## config.mk

```make
export PLATFORM = sky130hd
export DESIGN_NAME = logic_muxn_rr
export DESIGN_NICKNAME = d
export VERILOG_FILES = /design/src/rtl/logic_muxn_rr.sv
export SDC_FILE = /design/constraint.sdc
export NUM_CORES = 1
export LEC_CHECK = 0
export ABC_AREA = 1
export CAP_MARGIN = 30
export CORE_ASPECT_RATIO = 0.7
export CORE_UTILIZATION = 40
export DETAILED_ROUTE_END_ITERATION = 16
export HOLD_SLACK_MARGIN = 0.05
export PLACE_DENSITY = 0.71
export SLEW_MARGIN = 20
export SYNTH_ARGS = -nofsm -noshare
export SYNTH_HDL_FRONTEND = slang
export SYNTH_SLANG_ARGS = --single-unit
export TNS_END_PERCENT = 50
```

## constraint.sdc

```tcl
create_clock -name clk -period 5.7 [get_ports clk]
set_clock_uncertainty 0.15 [all_clocks]
set_input_delay 1.14 -clock clk [delete_from_list [all_inputs] [get_ports clk]]
set_output_delay 1.14 -clock clk [all_outputs]
set_load 0.01 [all_outputs]
```

## src/rtl/logic_muxn_rr.sv

```systemverilog
// N-channel registered mux, fixed-select or round-robin, valid/ready on all ports.
// Optional out_parity port enabled by defining LOGIC_MUXN_PARITY_EN.
module logic_muxn_rr #(
  parameter int WIDTH    = 3,
  parameter int CHANNELS = 3,
  localparam int SEL_W   = (CHANNELS > 1) ? $clog2(CHANNELS) : 1
) (
  input  logic                      clk,
  input  logic                      rst,
  input  logic                      mode,
  input  logic [SEL_W-1:0]          sel,
  input  logic [CHANNELS*WIDTH-1:0] in_data,
  input  logic [CHANNELS-1:0]       in_valid,
  output logic [CHANNELS-1:0]       in_ready,
  output logic [WIDTH-1:0]          out_data,
  output logic [SEL_W-1:0]          out_ch,
  output logic                      out_valid,
  input  logic                      out_ready
`ifdef LOGIC_MUXN_PARITY_EN
  ,
  output logic                      out_parity
`endif
);

  logic [SEL_W-1:0] rr_ptr;
  logic [SEL_W-1:0] g;
  logic             gnt;
  logic             load;
  logic             xfer;
  logic [WIDTH-1:0] g_data;
  logic             g_valid;

  assign load = !out_valid || out_ready;

  // Grant: fixed index, or first valid channel at/after rr_ptr with wrap
  always_comb begin
    int idx;
    g   = '0;
    gnt = 1'b0;
    idx = 0;
    if (mode) begin
      for (int k = 0; k < CHANNELS; k++) begin
        idx = int'(rr_ptr) + k;
        if (idx >= CHANNELS) idx = idx - CHANNELS;
        if (!gnt && in_valid[idx]) begin
          gnt = 1'b1;
          g   = SEL_W'(idx);
        end
      end
    end else begin
      g   = sel;
      gnt = 32'(sel) < 32'(CHANNELS);
    end
  end

  always_comb begin
    g_data  = '0;
    g_valid = 1'b0;
    for (int i = 0; i < CHANNELS; i++) begin
      if (int'(g) == i) begin
        g_data  = in_data[i*WIDTH +: WIDTH];
        g_valid = in_valid[i];
      end
    end
  end

  always_comb begin
    in_ready = '0;
    for (int i = 0; i < CHANNELS; i++) begin
      in_ready[i] = !rst && load && gnt && (int'(g) == i);
    end
  end

  assign xfer = load && gnt && g_valid;

  always_ff @(posedge clk or posedge rst) begin
    if (rst) begin
      out_data  <= '0;
      out_ch    <= '0;
      out_valid <= 1'b0;
      rr_ptr    <= '0;
    end else if (load) begin
      if (xfer) begin
        out_data  <= g_data;
        out_ch    <= g;
        out_valid <= 1'b1;
        if (mode) begin
          rr_ptr <= (int'(g) == CHANNELS - 1) ? '0 : g + 1'b1;
        end
      end else begin
        out_valid <= 1'b0;
      end
    end
  end

`ifdef LOGIC_MUXN_PARITY_EN
  always_ff @(posedge clk or posedge rst) begin
    if (rst) begin
      out_parity <= 1'b0;
    end else if (xfer) begin
      out_parity <= ^g_data;
    end
  end
`endif

endmodule

```

# [Word level (Yosys, flattened, before mapping)]
# Cells that the tools add are included.
[op_classes] addsub=6 mul=0 magnitude_cmp=7 n_bitwise=0 eq_ne=2 n_reduce_logical=17 div=0 n_mux=33 shifts=0
[ops] op="32-bit 2-to-1 mux" count=6
[ops] op="32-bit by 4-bit < comparator with 1-bit output (second input constant)" count=3
[ops] op="1-bit 2-to-1 mux" count=16
[ops] op="2-bit 2-to-1 mux" count=5
[ops] op="1-bit logical AND" count=9
[ops] op="3-bit 2-to-1 mux" count=3
[ops] op="3-bit by 2-bit subtractor with 4-bit output (second input constant)" count=2
[ops] op="1-bit binary-select mux with 2-bit select" count=3
[ops] op="3-bit by 2-bit greater-or-equal comparator with 1-bit output (second input constant)" count=2
[ops] op="2-bit equality test (second input constant)" count=2
[ops] op="1-bit logical NOT" count=4
[ops] op="2-bit by 1-bit adder with 3-bit output (second input constant)" count=1
[ops] op="2-bit by 2-bit adder with 3-bit output (second input constant)" count=1
[ops] op="3-bit AND reduction" count=1
[ops] op="2-bit by 2-bit subtractor with 3-bit output (second input constant)" count=1
[ops] op="2-bit by 1-bit adder with 2-bit output (second input constant)" count=1
[ops] op="2-bit greater-or-equal comparator (second input constant)" count=1
[ops] op="2-bit logical NOT" count=1
[ops] op="2-bit < comparator (second input constant)" count=1
[ops] op="2-bit AND reduction" count=1
[ops] op="1-bit logical OR" count=1
[word_totals] in_bits=18 latchBits=0 rom_bits=0 wordCells=69 mem_bits_rw=0 ff_bits=8 memories=0

# [Logic depth before layout (Yosys ltp)]
# Gate-level depths: netlist (run 1).
[depth] depth_word=22 mapped_depth=16

# [Least setup slack after synthesis (run 1)]
# OpenSTA, ideal clock, no wires.
[synth_timing] path_kind="input-to-output" start="input in_valid[2]" end="output in_ready[1]" n_path_buf=0 t_required_ns=4.410 slack_ns=2.266 path_stages=6 arrival_ns=2.144 cell_sequence="inv_1 o21ai_2 nand2_2 a31oi_2 nand2_1 nor3_1"
[synth_via] elab_chain_cells=15 word_cells_on_any_way=26 cone_classes="eq/ne (1); mux (19); reduce/logical (6)"
[synth_lines] element="start: declaration" line_no="13" text="input logic [CHANNELS-1:0] in_valid,"
[synth_lines] element="1-bit binary-select mux with 2-bit select" line_no="45" text="if (!gnt && in_valid[idx]) begin"
[synth_lines] element="1-bit 2-to-1 mux (not written as such) (2 in series)" line_no="45"
[synth_lines] element="1-bit 2-to-1 mux" line_no="45"
[synth_lines] element="1-bit 2-to-1 mux" line_no="41" text="if (mode) begin"
[synth_lines] element="1-bit logical NOT" line_no="45"
[synth_lines] element="1-bit logical AND" line_no="45"
[synth_lines] element="1-bit 2-to-1 mux" line_no="45"
[synth_lines] element="1-bit 2-to-1 mux" line_no="41"
[synth_lines] element="1-bit logical NOT" line_no="45"
[synth_lines] element="1-bit logical AND" line_no="45"
[synth_lines] element="2-bit 2-to-1 mux or 1-bit 2-to-1 mux (tied branches)" line_no="45"
[synth_lines] element="2-bit 2-to-1 mux or 1-bit 2-to-1 mux (tied branches)" line_no="41"
[synth_lines] element="2-bit equality test or 1-bit logical AND (tied branches)" line_no="70" text="in_ready[i] = !rst && load && gnt && (int'(g) == i);"
[synth_lines] element="1-bit logical AND (*)" line_no="70"
[synth_lines] element="end: declaration" line_no="14" text="output logic [CHANNELS-1:0] in_ready,"
# Mark *: on every way between the ends. The rest lies on a longest branch, timed or not. The select of a mux whose other input is x is not followed.

# [Worst setup path after layout (run 1)]
[layout_timing] start="input mode" end="output in_ready[1]"
[layout_via] elab_chain_cells=3 word_cells_on_any_way=5 cone_classes="eq/ne (1); mux (2); reduce/logical (2)"
[layout_lines] element="start: declaration" line_no="10" text="input logic mode,"
[layout_lines] element="2-bit 2-to-1 mux or 1-bit 2-to-1 mux (tied branches)" line_no="41"
[layout_lines] element="2-bit equality test or 1-bit logical AND (tied branches)" line_no="70"
[layout_lines] element="1-bit logical AND (*)" line_no="70"
# Mark *: on every way between the ends. The rest lies on a longest branch, timed or not.

==> results of run 1 <==
-- area by class of cell --
| class | count | area [um2] |
|---|---|---|
| Inverter | 17 | 63.8 |
| Tap cell | 22 | 27.5 |
| Multi-Input combinational cell | 99 | 561 |
| Clock buffer | 3 | 22.5 |
| Timing Repair Buffer | 26 | 260 |
| Sequential cell | 8 | 200 |
| Fill cell | 189 | 768 |
-- worst max-delay path, cell delays in order --
cell	delay (ns)
clkdlybuf4s50_1	0.67
inv_2	0.10
nand2_2	0.14
inv_2	0.05
nand2_1	0.05
nand2_1	0.06
a31oi_2	0.29
nand2_1	0.14
nor3_1	0.20
clkdlybuf4s50_1	0.56
-- flip-flops by register name, indices dropped and copies added, names as in the netlist --
name	cells
out_ch	2
out_data	3
out_valid	1
rr_ptr	2
-- metal layers --
layer	global-route usage	routed length, um	vias up	share of wire
li1	-	-	458	-
met1	0.320	1240	414	0.56
met2	0.310	899	16	0.40
met3	0.0581	70	4	0.031
met4	0.0366	13	0	0.0058
met5	0	0	-	0
-- power by group through the flow --
| stage | registers, W | logic [W] | clock network (W) |
|---|---|---|---|
| finish | 0.0000985 | 0.000383 | 0.0000440 |
| global route | 0.000102 | 0.000422 | 0.0000474 |
| CTS | 0.0000989 | 0.000379 | 0.0000450 |
| detailed placement | 0.000100 | 0.000377 | 0 |
| global placement | 0.0000988 | 0.000375 | 0 |
| floorplan | 0.000108 | 0.000255 | 0 |
-- final timing paths --
kind,depth (start not counted),to,start,slack [ns]
setup reg to reg,15,rr_ptr[1],rr_ptr[0],3.18
max in group asynchronous,2,rr_ptr[0],rst,4.15
min in group asynchronous,2,out_data[0],rst,0.99
setup / recovery,10,in_ready[1],mode,1.0
hold reg to reg,2,out_data[0],out_data[0],0.33
hold / removal,2,out_data[0],out_data[0],0.33
-- cell families after synthesis --
logic type | after synthesis | share of synthesized area
AOI/OAI and AO/OA | 8 | 0.0941
and+or+nand+nor | 87 | 0.525
buffers and inverters | 17 | 0.0774
DFF | 8 | 0.243
adders and majority gates | 4 | 0.0607
-- metrics by stage --
step | util | hold slack (ns) | cells
2_1_floorplan | - | 0.341 | 124
3_3_place_gp | 0.584 | 0.316 | 172
3_5_place_dp | 0.584 | 0.324 | 172
4_1_cts | 0.596 | 0.339 | 175
5_1_grt | 0.596 | 0.365 | 175
6_report | 0.596 | 0.334 | 175
-- cell usage in the layout (no fill, tap or decap) --
| cell | Yosys | routed |
|---|---|---|
| nand3_4 | 1 | 1 |
| ha_1 | 4 | 4 |
| dfrtp_1 | 8 | 8 |
| nand2_1 | 47 | 47 |
| inv_2 | 5 | 5 |
| nand4_1 | 4 | 4 |
| nand2_2 | 7 | 7 |
| nor2_1 | 6 | 6 |
| nand3_2 | 2 | 2 |
| o21ai_1 | 2 | 2 |
| o21ai_2 | 1 | 1 |
| a21oi_1 | 1 | 1 |
| a31oi_2 | 1 | 1 |
| nand3_1 | 13 | 13 |
| nor3_1 | 3 | 3 |
| clkdlybuf4s50_1 | 0 | 26 |
| nand4_2 | 2 | 2 |
| nand2_4 | 1 | 1 |
| a21oi_4 | 2 | 2 |
| nor2_4 | 1 | 1 |
| clkbuf_4 | 0 | 3 |
| a21oi_2 | 1 | 1 |
| inv_1 | 12 | 12 |
==> impl_metrics.toml, run 1 <==
[synth]
avgSynthCellArea_um2 = 6.65
syn_area_um2 = 825
synth_top_area_frac = 0.243
ys.flop_type = "dfrtp_1"
ys_async_sr_fraction = 1.00
synth_edf_count = 0
synthesis.nets = 146
ys_types = 21
netlist_top_cells_area = "dfrtp_1 (24%), nand2_1 (21%), nand3_1 (7.9%)"
synth_common_cells = "nand2_1 (47), nand3_1 (13), inv_1 (12)"
synth_top_cell_by_area = "dfrtp_1"
yosys_register_bits = 8
synth.most_common_cell = "nand2_1"
synthCells = 124
yosysSeqAreaShare = 0.243
yosys_warnings = 0

[finish]
nets = 177
final_area_mm2 = 0.00113
layout-drive-gt1-share = 0.176
antenna_cells = 0
area_delta_synth_final_pct = 37.6

[cts]
cts_max_path_buffers = 2
cts.sinks = 8
hold_buffers = 0
cts_tree = "built"
cts_resized = 0
root_buffer = "clkbuf_4"
cts_setup_buffers = 0
clk_pin_slew_ns = 0.05
clock_latency_ns = 0.26
numCtsBuffers = 3
htreeDepth = 1

[power_and_ir_drop]
ir_worst_vdd_uv = 338
p_leak_nw = 0.564
pwr-share-clk = 0.084
p_comb_frac = 0.729
p_total_w = 0.000525
switchingPower_w = 0.000269
power.density_mw_per_mm2 = 463
pwr-share-seq = 0.188
internal_power_w = 0.000256
netSwitchingFraction = 0.512

[job]
maxCapViolations = 0

[worst_setup_path]
critical_path_peak_fanout = 7
cp-end-kind = "output port"
critical_path_required_ns = 4.41
start_kind = "input port"
worst_ep_arrival_time_ns = 3.41
worstSetupPathType = "in -> out"

[floorplanning]
fp.dieW_um = 56.3
start_util = 0.433
io_pins = 27
core_mm2 = 0.00190
fp.dieH_um = 40.0
rows = 13
die_area_mm2 = 0.00225

[min_path]
hold_class = "reg -> reg"

[place]
gp_congestion = 0.878
portBuffers = 26
dpl_worst_slack_ns = 1.02
hpwl_um = 1840
placed_cell_area_mm2 = 0.00111

[sta]
post-route-period-util = 0.825
relSlewSlack = 0.763
finalSetupViolCount = 0
final_hold_viol_count = 0
rsz0062_at_grt = "no"
tns_ns = 0
worst_pin_slew_ns = 0.355
fmax_mhz = 213
slew_violations = 0
setup_ws_ns = 0.996
fin_crit_ns = 4.70

[grt]
grt_pass1_wl_um = 3490
grt_pass1_vias = 735
antenna_found_initial = 0
overflow = 0
grt_max_degree = 10
grt_use_total = 0.214

[drt]
routed_wirelength_um = 2220
vias = 892
drc = 0
antenna_left = 0
drtPass1Iterations = 4
drt_iter0_drc = 22
wl_per_cell_um = 12.7
viasPerCell = 5.10

[outcome]
status = "finished clean"
Note: power is estimated with default switching activity, not from simulation.
==> inputs of run 2 (changes only) <==
--- a/config.mk
+++ b/config.mk
@@ -11,7 +11,7 @@
 export CORE_UTILIZATION = 40
 export DETAILED_ROUTE_END_ITERATION = 16
 export HOLD_SLACK_MARGIN = 0.05
-export PLACE_DENSITY = 0.71
+export PLACE_DENSITY = 0.74
 export SLEW_MARGIN = 20
 export SYNTH_ARGS = -nofsm -noshare
 export SYNTH_HDL_FRONTEND = slang
==> constraint.sdc (replaced) <==
create_clock -name clk -period 4.3 [get_ports clk]
set_clock_uncertainty 0.15 [all_clocks]
set_input_delay 0.86 -clock clk [delete_from_list [all_inputs] [get_ports clk]]
set_output_delay 0.86 -clock clk [all_outputs]
set_load 0.01 [all_outputs]
==> run 2 against run 1 <==
Effect of this change: via count down 1.6%; first-iteration DRC count grew 36%; clock-buffer cell count is the same; design area is 1.3% higher; critical path type unchanged; largest power group unchanged.
==> impl_metrics.toml, run 2 (synthesis gave the netlist of run 1 again) <==
[outcome]
status = "finished clean"

[drt]
drt_iter0_drc = 30
vias = 878
routed_wirelength_um = 2030
wl_per_cell_um = 11.5
antenna_left = 0
drc = 0
drtPass1Iterations = 4
viasPerCell = 4.96

[cts]
hold_buffers = 0
htreeDepth = 1
cts_max_path_buffers = 2
root_buffer = "clkbuf_4"
cts_resized = 0
cts_setup_buffers = 0
numCtsBuffers = 3
cts.sinks = 8
clock_latency_ns = 0.25
cts_tree = "built"
clk_pin_slew_ns = 0.05

[sta]
finalSetupViolCount = 0
tns_ns = 0
worst_pin_slew_ns = 0.332
fmax_mhz = 249
fin_crit_ns = 4.02
slew_violations = 0
final_hold_viol_count = 0
post-route-period-util = 0.934
rsz0062_at_grt = "no"
relSlewSlack = 0.778
setup_ws_ns = 0.283

[place]
gp_congestion = 0.867
portBuffers = 26
hpwl_um = 1740
dpl_worst_slack_ns = 0.292
placed_cells = 174
placed_cell_area_mm2 = 0.00113

[finish]
largest_reg_flops = 3
multiInputGateArea_um2 = 561
final_common_cell = "nand2_1"
ff_latch_area_um2 = 200
antenna_cells = 0
reg_top3 = "out_data x3, out_ch x2, rr_ptr x2"
layout-drive-gt1-share = 0.187
fin_cells = 177
regMostFlops = "out_data"
nFillCells = 167
area_delta_synth_final_pct = 39.5
nets = 179
final_area_mm2 = 0.00115
most-common-layout-cells = "nand2_1 (47), clkdlybuf4s50_1 (26), nand3_1 (13), inv_1 (12), dfrtp_1 (8)"

[job]
maxCapViolations = 0

[grt]
grt_max_degree = 10
antenna_found_initial = 0
grt_pass1_vias = 735
overflow = 0
grt_pass1_wl_um = 3360
grt_use_total = 0.204

[min_path]
hold_path_end = "out_data[2]"
hold_class = "reg -> reg"
worstHoldStart = "out_data[2]"
whs_path_depth = 2

[power_and_ir_drop]
pwr-share-clk = 0.080
ir_worst_vdd_uv = 326
netSwitchingFraction = 0.501
switchingPower_w = 0.000348
pwr-share-seq = 0.190
internal_power_w = 0.000346
p_leak_nw = 0.574
p_comb_frac = 0.730
p_total_w = 0.000694
power.density_mw_per_mm2 = 604

[floorplanning]
rows = 13
fp.dieH_um = 40.0
io_pins = 27
start_util = 0.433
die_area_mm2 = 0.00225
fp.dieW_um = 56.3
core_mm2 = 0.00190

[worst_setup_path]
r2r_setup_slack_ns = 1.83
worst_ep_arrival_time_ns = 3.01
rr_worst_depth = 14
worstSetupPathType = "in -> out"
r2r-start = "rr_ptr[0]"
start_kind = "input port"
critical_path_required_ns = 3.29
rr_endpoint = "out_data[0]"
critical_path_peak_fanout = 7
cp-end-kind = "output port"
## run 2: changes by cell type in the layout (fill, tap and decap cells not counted), sizes merged
cell | before | now
buf | 0 | 2
## run 2: final cells by class
cell class / instances / share of cell area
timing repair buffer: 28 / 0.239
sequential: 8 / 0.174
inverter: 17 / 0.0555
clock buffer: 3 / 0.0196
multi-input combinational: 99 / 0.487
tap: 22 / 0.0239
## run 2: critical path, stage by stage
cell	delay (ns)
clkdlybuf4s50_1	0.66
inv_2	0.10
nand2_2	0.15
inv_2	0.05
nand2_1	0.05
nand2_1	0.05
a31oi_2	0.18
nand2_1	0.12
nor3_1	0.20
clkdlybuf4s50_1	0.57
## run 2: per-stage QoR
step	hold WS, ns	util
final	0.341	0.604
after global routing	0.372	0.604
after CTS	0.337	0.604
after detailed placement	0.323	0.592
after global placement	0.315	0.592
after floorplan	0.341	-
## run 2: layer usage
layer / up-vias / GRT usage / wire length, um
met2: 20 / 0.321 / 923
li1: 466 / - / -
met5: - / 0 / 0
met4: 0 / 0.0366 / 7
met3: 2 / 0.0677 / 121
met1: 390 / 0.279 / 975
## run 2: power groups by stage
stage          registers (W)  logic, W  clock network (W)
3_5_place_dp        0.000133  0.000504                  0
6_report            0.000132  0.000507          0.0000559
4_1_cts             0.000132  0.000505          0.0000582
2_1_floorplan       0.000143  0.000338                  0
5_1_grt             0.000137  0.000568          0.0000622
3_3_place_gp        0.000131  0.000497                  0
## run 2: worst max-delay path by stage
stage,start,endpoint,cells after the start
floorplan,in_valid[2],in_ready[1],6
global placement,mode,in_ready[1],10
detailed placement,mode,in_ready[1],10
CTS,mode,in_ready[1],10
global route,mode,in_ready[1],10
finish,mode,in_ready[1],10
